[src/rtl/fetch_ctrl.sv]
// fetch_ctrl: instruction fetch sequencer for a small microcoded core.
// It walks FETCH -> LATCH -> EXEC for every instruction and steps the
// external PC with a one-cycle incr pulse. A WAIT opcode parks the sequencer
// until an external push-button handshake has been pressed and released.
// A HALT opcode stops fetching until the next reset.
module fetch_ctrl #(
    parameter int                IW      = 16,
    parameter int                OPW     = 4,
    parameter logic [OPW-1:0]    WAIT_OP = OPW'(4'hE),
    parameter logic [OPW-1:0]    HALT_OP = OPW'(4'hF)
) (
    input  logic          clk,
    input  logic          reset,
    input  logic [5:0]    pc,
    input  logic [IW-1:0] imem_data,
    input  logic          ext_ready,
    output logic          incr,
    output logic [IW-1:0] instr,
    output logic          instr_valid,
    output logic          halted
);

    typedef enum logic [2:0] {
        S_FETCH = 3'd0,
        S_LATCH = 3'd1,
        S_EXEC  = 3'd2,
        S_WAIT  = 3'd3,
        S_REL   = 3'd4,
        S_HALT  = 3'd5
    } state_t;

    state_t          state_reg;
    state_t          state_next;
    logic            sync1_reg;
    logic            sync2_reg;
    logic [IW-1:0]   instr_reg;
    logic            ext_sync;
    logic [OPW-1:0]  op;

    // pc only addresses the program memory; the sequencer never needs its value.
    logic unused_pc;
    assign unused_pc = ^pc;

    assign ext_sync = sync2_reg;
    assign op       = instr_reg[IW-1 -: OPW];
    assign instr    = instr_reg;

    // Two-flop synchronizer: ext_ready is a raw button/switch level.
    always_ff @(posedge clk or posedge reset) begin
        if (reset) begin
            sync1_reg <= 1'b0;
            sync2_reg <= 1'b0;
        end else begin
            sync1_reg <= ext_ready;
            sync2_reg <= sync1_reg;
        end
    end

    // State register.
    always_ff @(posedge clk or posedge reset) begin
        if (reset) begin
            state_reg <= S_FETCH;
        end else begin
            state_reg <= state_next;
        end
    end

    // Instruction register: memory data is valid during LATCH and held otherwise.
    always_ff @(posedge clk or posedge reset) begin
        if (reset) begin
            instr_reg <= '0;
        end else if (state_reg == S_LATCH) begin
            instr_reg <= imem_data;
        end
    end

    // Next-state and output decode; outputs depend only on registered signals
    // so the PC sees a clean incr on the edge that leaves the state.
    always_comb begin
        state_next  = state_reg;
        incr        = 1'b0;
        instr_valid = 1'b0;
        halted      = 1'b0;
        case (state_reg)
            S_FETCH: state_next = S_LATCH;
            S_LATCH: state_next = S_EXEC;
            S_EXEC: begin
                instr_valid = 1'b1;
                if (op == HALT_OP) begin
                    state_next = S_HALT;
                end else if (op == WAIT_OP) begin
                    state_next = S_WAIT;
                end else begin
                    incr       = 1'b1;
                    state_next = S_FETCH;
                end
            end
            S_WAIT: begin
                if (ext_sync) begin
                    state_next = S_REL;
                end
            end
            S_REL: begin
                // Advance only once the button has been let go.
                if (!ext_sync) begin
                    incr       = 1'b1;
                    state_next = S_FETCH;
                end
            end
            S_HALT: halted = 1'b1;
            default: state_next = S_FETCH;
        endcase
    end

endmodule
[config.mk]
export PLATFORM = sky130hd
export DESIGN_NAME = fetch_ctrl
export DESIGN_NICKNAME = d
export VERILOG_FILES = /design/src/rtl/fetch_ctrl.sv
export SDC_FILE = /design/constraint.sdc
export NUM_CORES = 1
export LEC_CHECK = 0
export BUFFER_PORTS_ARGS = -buffer_cell sky130_fd_sc_hd__buf_2
export CAP_MARGIN = 25
export CORE_UTILIZATION = 23
export DETAILED_ROUTE_END_ITERATION = 12
export GPL_TIMING_DRIVEN = 0
export PLACE_DENSITY_LB_ADDON = 0.15
export SLEW_MARGIN = 20
export SYNTH_ARGS = -nofsm -noshare
export SYNTH_HDL_FRONTEND = slang
export SYNTH_SLANG_ARGS = --single-unit
[constraint.sdc]
create_clock -name clk -period 1.75 [get_ports clk]
set_clock_uncertainty 0.05 [all_clocks]
set_input_delay 0 -clock clk [delete_from_list [all_inputs] [get_ports clk]]
set_output_delay 0 -clock clk [all_outputs]
set_load 0.01 [all_outputs]
# [Word level (Yosys, flattened, before mapping)]
# Index checks and enable logic that the tools add are counted.
[word_totals] ff_bits=21 out_inout_bits=19 word_cells=27
[op_classes] n_eq_ne=9 mux=11 n_bitwise=1 reduce_logical=2
[ops] op="$pmux W3 S6" count=1
[ops] op="$mux W3" count=3
[ops] op="$eq A4 B4 Y1 const B" count=2
[ops] op="$eq A3 B2 Y1 const B" count=2
[ops] op="$eq A3 B3 Y1 const B" count=2
[ops] op="$mux W1" count=5
[ops] op="$ne A2 B2 Y1 const B" count=2
[ops] op="$eq A3 B1 Y1 const B" count=1
[ops] op="$logic_not A3 Y1" count=1
[ops] op="$reduce_and A3 Y1" count=1
[ops] op="$mux W2" count=1
[ops] op="$pmux W1 S2" count=1
[ops] op="$not A1 Y1" count=1

# [Longest topological paths before layout]
[logic_depth] word_depth=4 mapped_depth=4

# [Least setup slack after synthesis]
# Ideal clock, no wire load.
[synth_timing] path_kind="register to register" start="reg state_reg[2]" end="reg instr_reg[0], in the netlist instr[0]" setup_time_ps=125 t_arrival_ps=1320 required_time_ps=1575 setup_slack_ps=255 path_stages_with_launch=5 path_cell_list="dfrtp_1 > buf_6 > nor3b_4 > buf_8 > mux2_2"
[synth_between] elab_chain_cells=1
[synth_lines] element="start, declared" line="32" source="state_t state_reg;"
[synth_lines] element="start signal, assigned" line="64" source="state_reg <= state_next;"
[synth_lines] element="$eq A3 B1 Y1" line="72" source="end else if (state_reg == S_LATCH) begin"
[synth_lines] element="end signal, assigned" line="73" source="instr_reg <= imem_data;"
[synth_lines] element="end, declared" line="36" source="logic [IW-1:0] instr_reg;"
# No other way between the ends.
# A chain may end at the register's enable or synchronous reset.

# [Worst setup path in the final report]
[layout_timing] start="reg state_reg[2]" end="reg instr_reg[11], in the netlist instr[11]"
# Same word-level chain as after synthesis.

==> impl_results.md <==
- Maxcap violations: 0
- Die ar.: ~4100 µm²
- Routability congestion estimate: roughly 0.64
- GRT Overall Usage: under 10%
- Placed cells: around 150
- CTS tree: done
- Sequential area share after synthesis: between 50% and 60%
- Pre-CTS WS: about 0.13 ns
- Drt drc: 0
- Min Hold Slack: 0.299 ns
- Cts bufs inserted: 3
- IO Count: 44
- Vias in the first global route: between 700 and 800
- Post-Syn Area per Cell: around 14 µm²
- Layout cell share with drive strength beyond 1: approximately half
- Sw frac: between 30% and 40%
- Filler Cells Inserted: between 300 and 400
- CTS Root Buffer Type: clkbuf_8
- Ys Warns: 0
- Die height: around 64 µm
- CORE AREA: 3690 µm²
- DP Wirelength: ~1.2 mm
- Peak supply drop: about 610 µV
- Cells after Synth: 63
- Number of diodes: 0
- Final Slew Violations: 0
- Post-Syn Nets: 88
- Leakage power: 0.625 nW
- Die W: 64.2 µm
- # rows: 22
- Post-synthesis register bit count: 21
- Initial Utilization: 24.1%
- Clock buffer depth: 2
- Instance area at placement: between 1000 and 1500 µm²
- Psw: approximately 0.00073 W
- Crit path launch type: register
- Design area: 1360 µm²
- Critical path class: register to register
- CTS H-tree lvls: 1
- First-pass DRT Iterations: 4
- Distinct cells, synth: 22
- Nets: 148
- Worst skew pair latency: 0.25 ns
- # Post-CTS Setup Buffers: 0
- Worst R2R Setup Slack: 0.13 ns
- Seq pwr share: between 30% and 40%
- Mapped cell area: 890 µm²
- Status: complete, no violations
- Area delta synth->final: 53.0%
- Relative slew margins: about half
- CP arrival: between 1.5 and 2 ns
- Final worst slack: roughly 0.13 ns
- First-pass GRT wire length: ~3 mm
- Antenna Violating Nets Remaining: 0
- Num Clock Sinks: 21
- Endpoints failing setup: 0
- Power Density: roughly 1600 nW/µm²
- Wire per inst: between 10 and 15 µm
- IO buf count: 37
- Layout Cells excl Fill: 170
- CP max FO: 10
- Fin crit period: ~1.6 ns
- Worst Path Required: 1.84 ns
- Min-Delay Path Class: register to register
- Clock share of power: roughly 14%
- Period utilization: 92.5%
- Comb pwr share: 47.1%
- 1st-iter DRT viols: 7
- Sum Neg Setup Slack: 0 ns
- Max reg flops: 16
- Via density: around 4.1
- Fmax: between 600 and 700 MHz
- Hold Vio Cnt, Final: 0
- CTS clk-pin slew, worst paths: approximately 0.070 ns
- CP Capture Type: register
- Grt total ovfl: 0
- Worst-Margin Slew: a little under 0.8 ns
- Largest net degree at the start of global routing: 22
- Vias: a little under 700
- Initial antenna violation count: 0
- P_int: ~0.0014 W
- Post-Route WL: between 1.5 and 2 mm
- RSZ-0062 raised after global routing: no
[critical path, cell delays in order (launching register included)]
cell     delay [ns]
dfrtp_1        0.37
buf_6          0.14
nor3b_4        0.41
buf_8          0.20
mux2_2         0.33
[stage by stage]
step / power [W] / utilization [%]
floorplan: 0.00153 / -
global placement: 0.00185 / 30.8
detailed placement: 0.00187 / 30.8
CTS: 0.00222 / 36.9
global route: 0.00234 / 36.9
finish: 0.00217 / 36.9
[routing by layer]
metal	global-route usage [%]	up-vias	wire length, µm
met5	0	-	0
met4	3.33	0	0
met3	1.96	0	86
met2	16.2	20	878
met1	10.7	331	780
li1	-	343	-
[final cells by class]
class,count,area [µm²],share of cell area (%)
tap,48,60.1,4.41
clock buffer,3,41.3,3.03
multi-input combinational,36,323,23.7
buffer,4,33.8,2.48
inverter,2,7.51,0.551
clock inverter,1,5.00,0.368
sequential,21,526,38.6
timing repair buffer,55,365,26.8
[cells in the final DEF, fill, tap and decap left out, drive strengths merged]
cell         count
nand4            1
clkbuf           5
dfrtp           21
nand2            1
clkinv           1
buf             39
nor3b            4
inv              2
xor2             1
o21ai            2
nand3            1
dlygate4sd3     18
a21boi           1
mux2            16
a21oi            1
nor4b            1
o22ai            1
o22a             1
o21a             1
nor2             2
a31oi            1
o211a            1
[synth_stat cells]
cell | count | area [µm²]
dfrtp_1 | 21 | 526
o21ai_0 | 2 | 10.0
nand4_1 | 1 | 6.26
a21oi_1 | 1 | 5.00
o22a_1 | 1 | 8.76
inv_1 | 2 | 7.51
nand2_1 | 1 | 3.75
buf_6 | 1 | 11.3
nand3_1 | 1 | 5.00
mux2_2 | 16 | 180
a21boi_0 | 1 | 7.51
a31oi_1 | 1 | 6.26
o22ai_1 | 1 | 6.26
o211a_1 | 1 | 10.0
o21a_1 | 1 | 7.51
nor2_1 | 2 | 7.51
clkbuf_1 | 2 | 7.51
buf_8 | 1 | 15.0
xor2_1 | 1 | 8.76
nor3b_4 | 1 | 18.8
nor4b_1 | 1 | 8.76
nor3b_1 | 3 | 22.5
[power by group through the flow]
stage | sequential (W) | combinational, W | clock (W)
floorplan | 0.000939 | 0.000595 | 0
global placement | 0.000847 | 0.00100 | 0
detailed placement | 0.000856 | 0.00101 | 0
CTS | 0.000850 | 0.00104 | 0.000325
global route | 0.000880 | 0.00112 | 0.000342
finish | 0.000843 | 0.00102 | 0.000306
[what timing repair did]
action / 4_1_cts / 5_1_grt
gates resized for setup: 0 / 0
hold buffers: 18 / 0
endpoints found under the hold margin: 38 / 0
[path summary, 6_finish.rpt]
| kind | start | end | cells past startpoint |
|---|---|---|---|
| worst max-delay path | state_reg[2] | instr[11] | 4 |
| worst min-delay path | sync1_reg | ext_sync | 0 |
| worst max register to register | state_reg[2] | instr[11] | 4 |
| worst min register to register | sync1_reg | ext_sync | 0 |
| max in group asynchronous | reset | state_reg[2] | 3 |
| min in group asynchronous | reset | instr[8] | 3 |
[cells by family after synthesis]
family	count (synthesis)	synth area share, %
AND/OR/NAND/NOR	10	8.16
multiplexers	16	20.3
AO/OA/AOI/OAI	9	6.89
XOR/XNOR	1	0.985
buffers and inverters	6	4.64
flip-flops	21	59.1
Note: power is estimated with default switching activity, not from simulation.
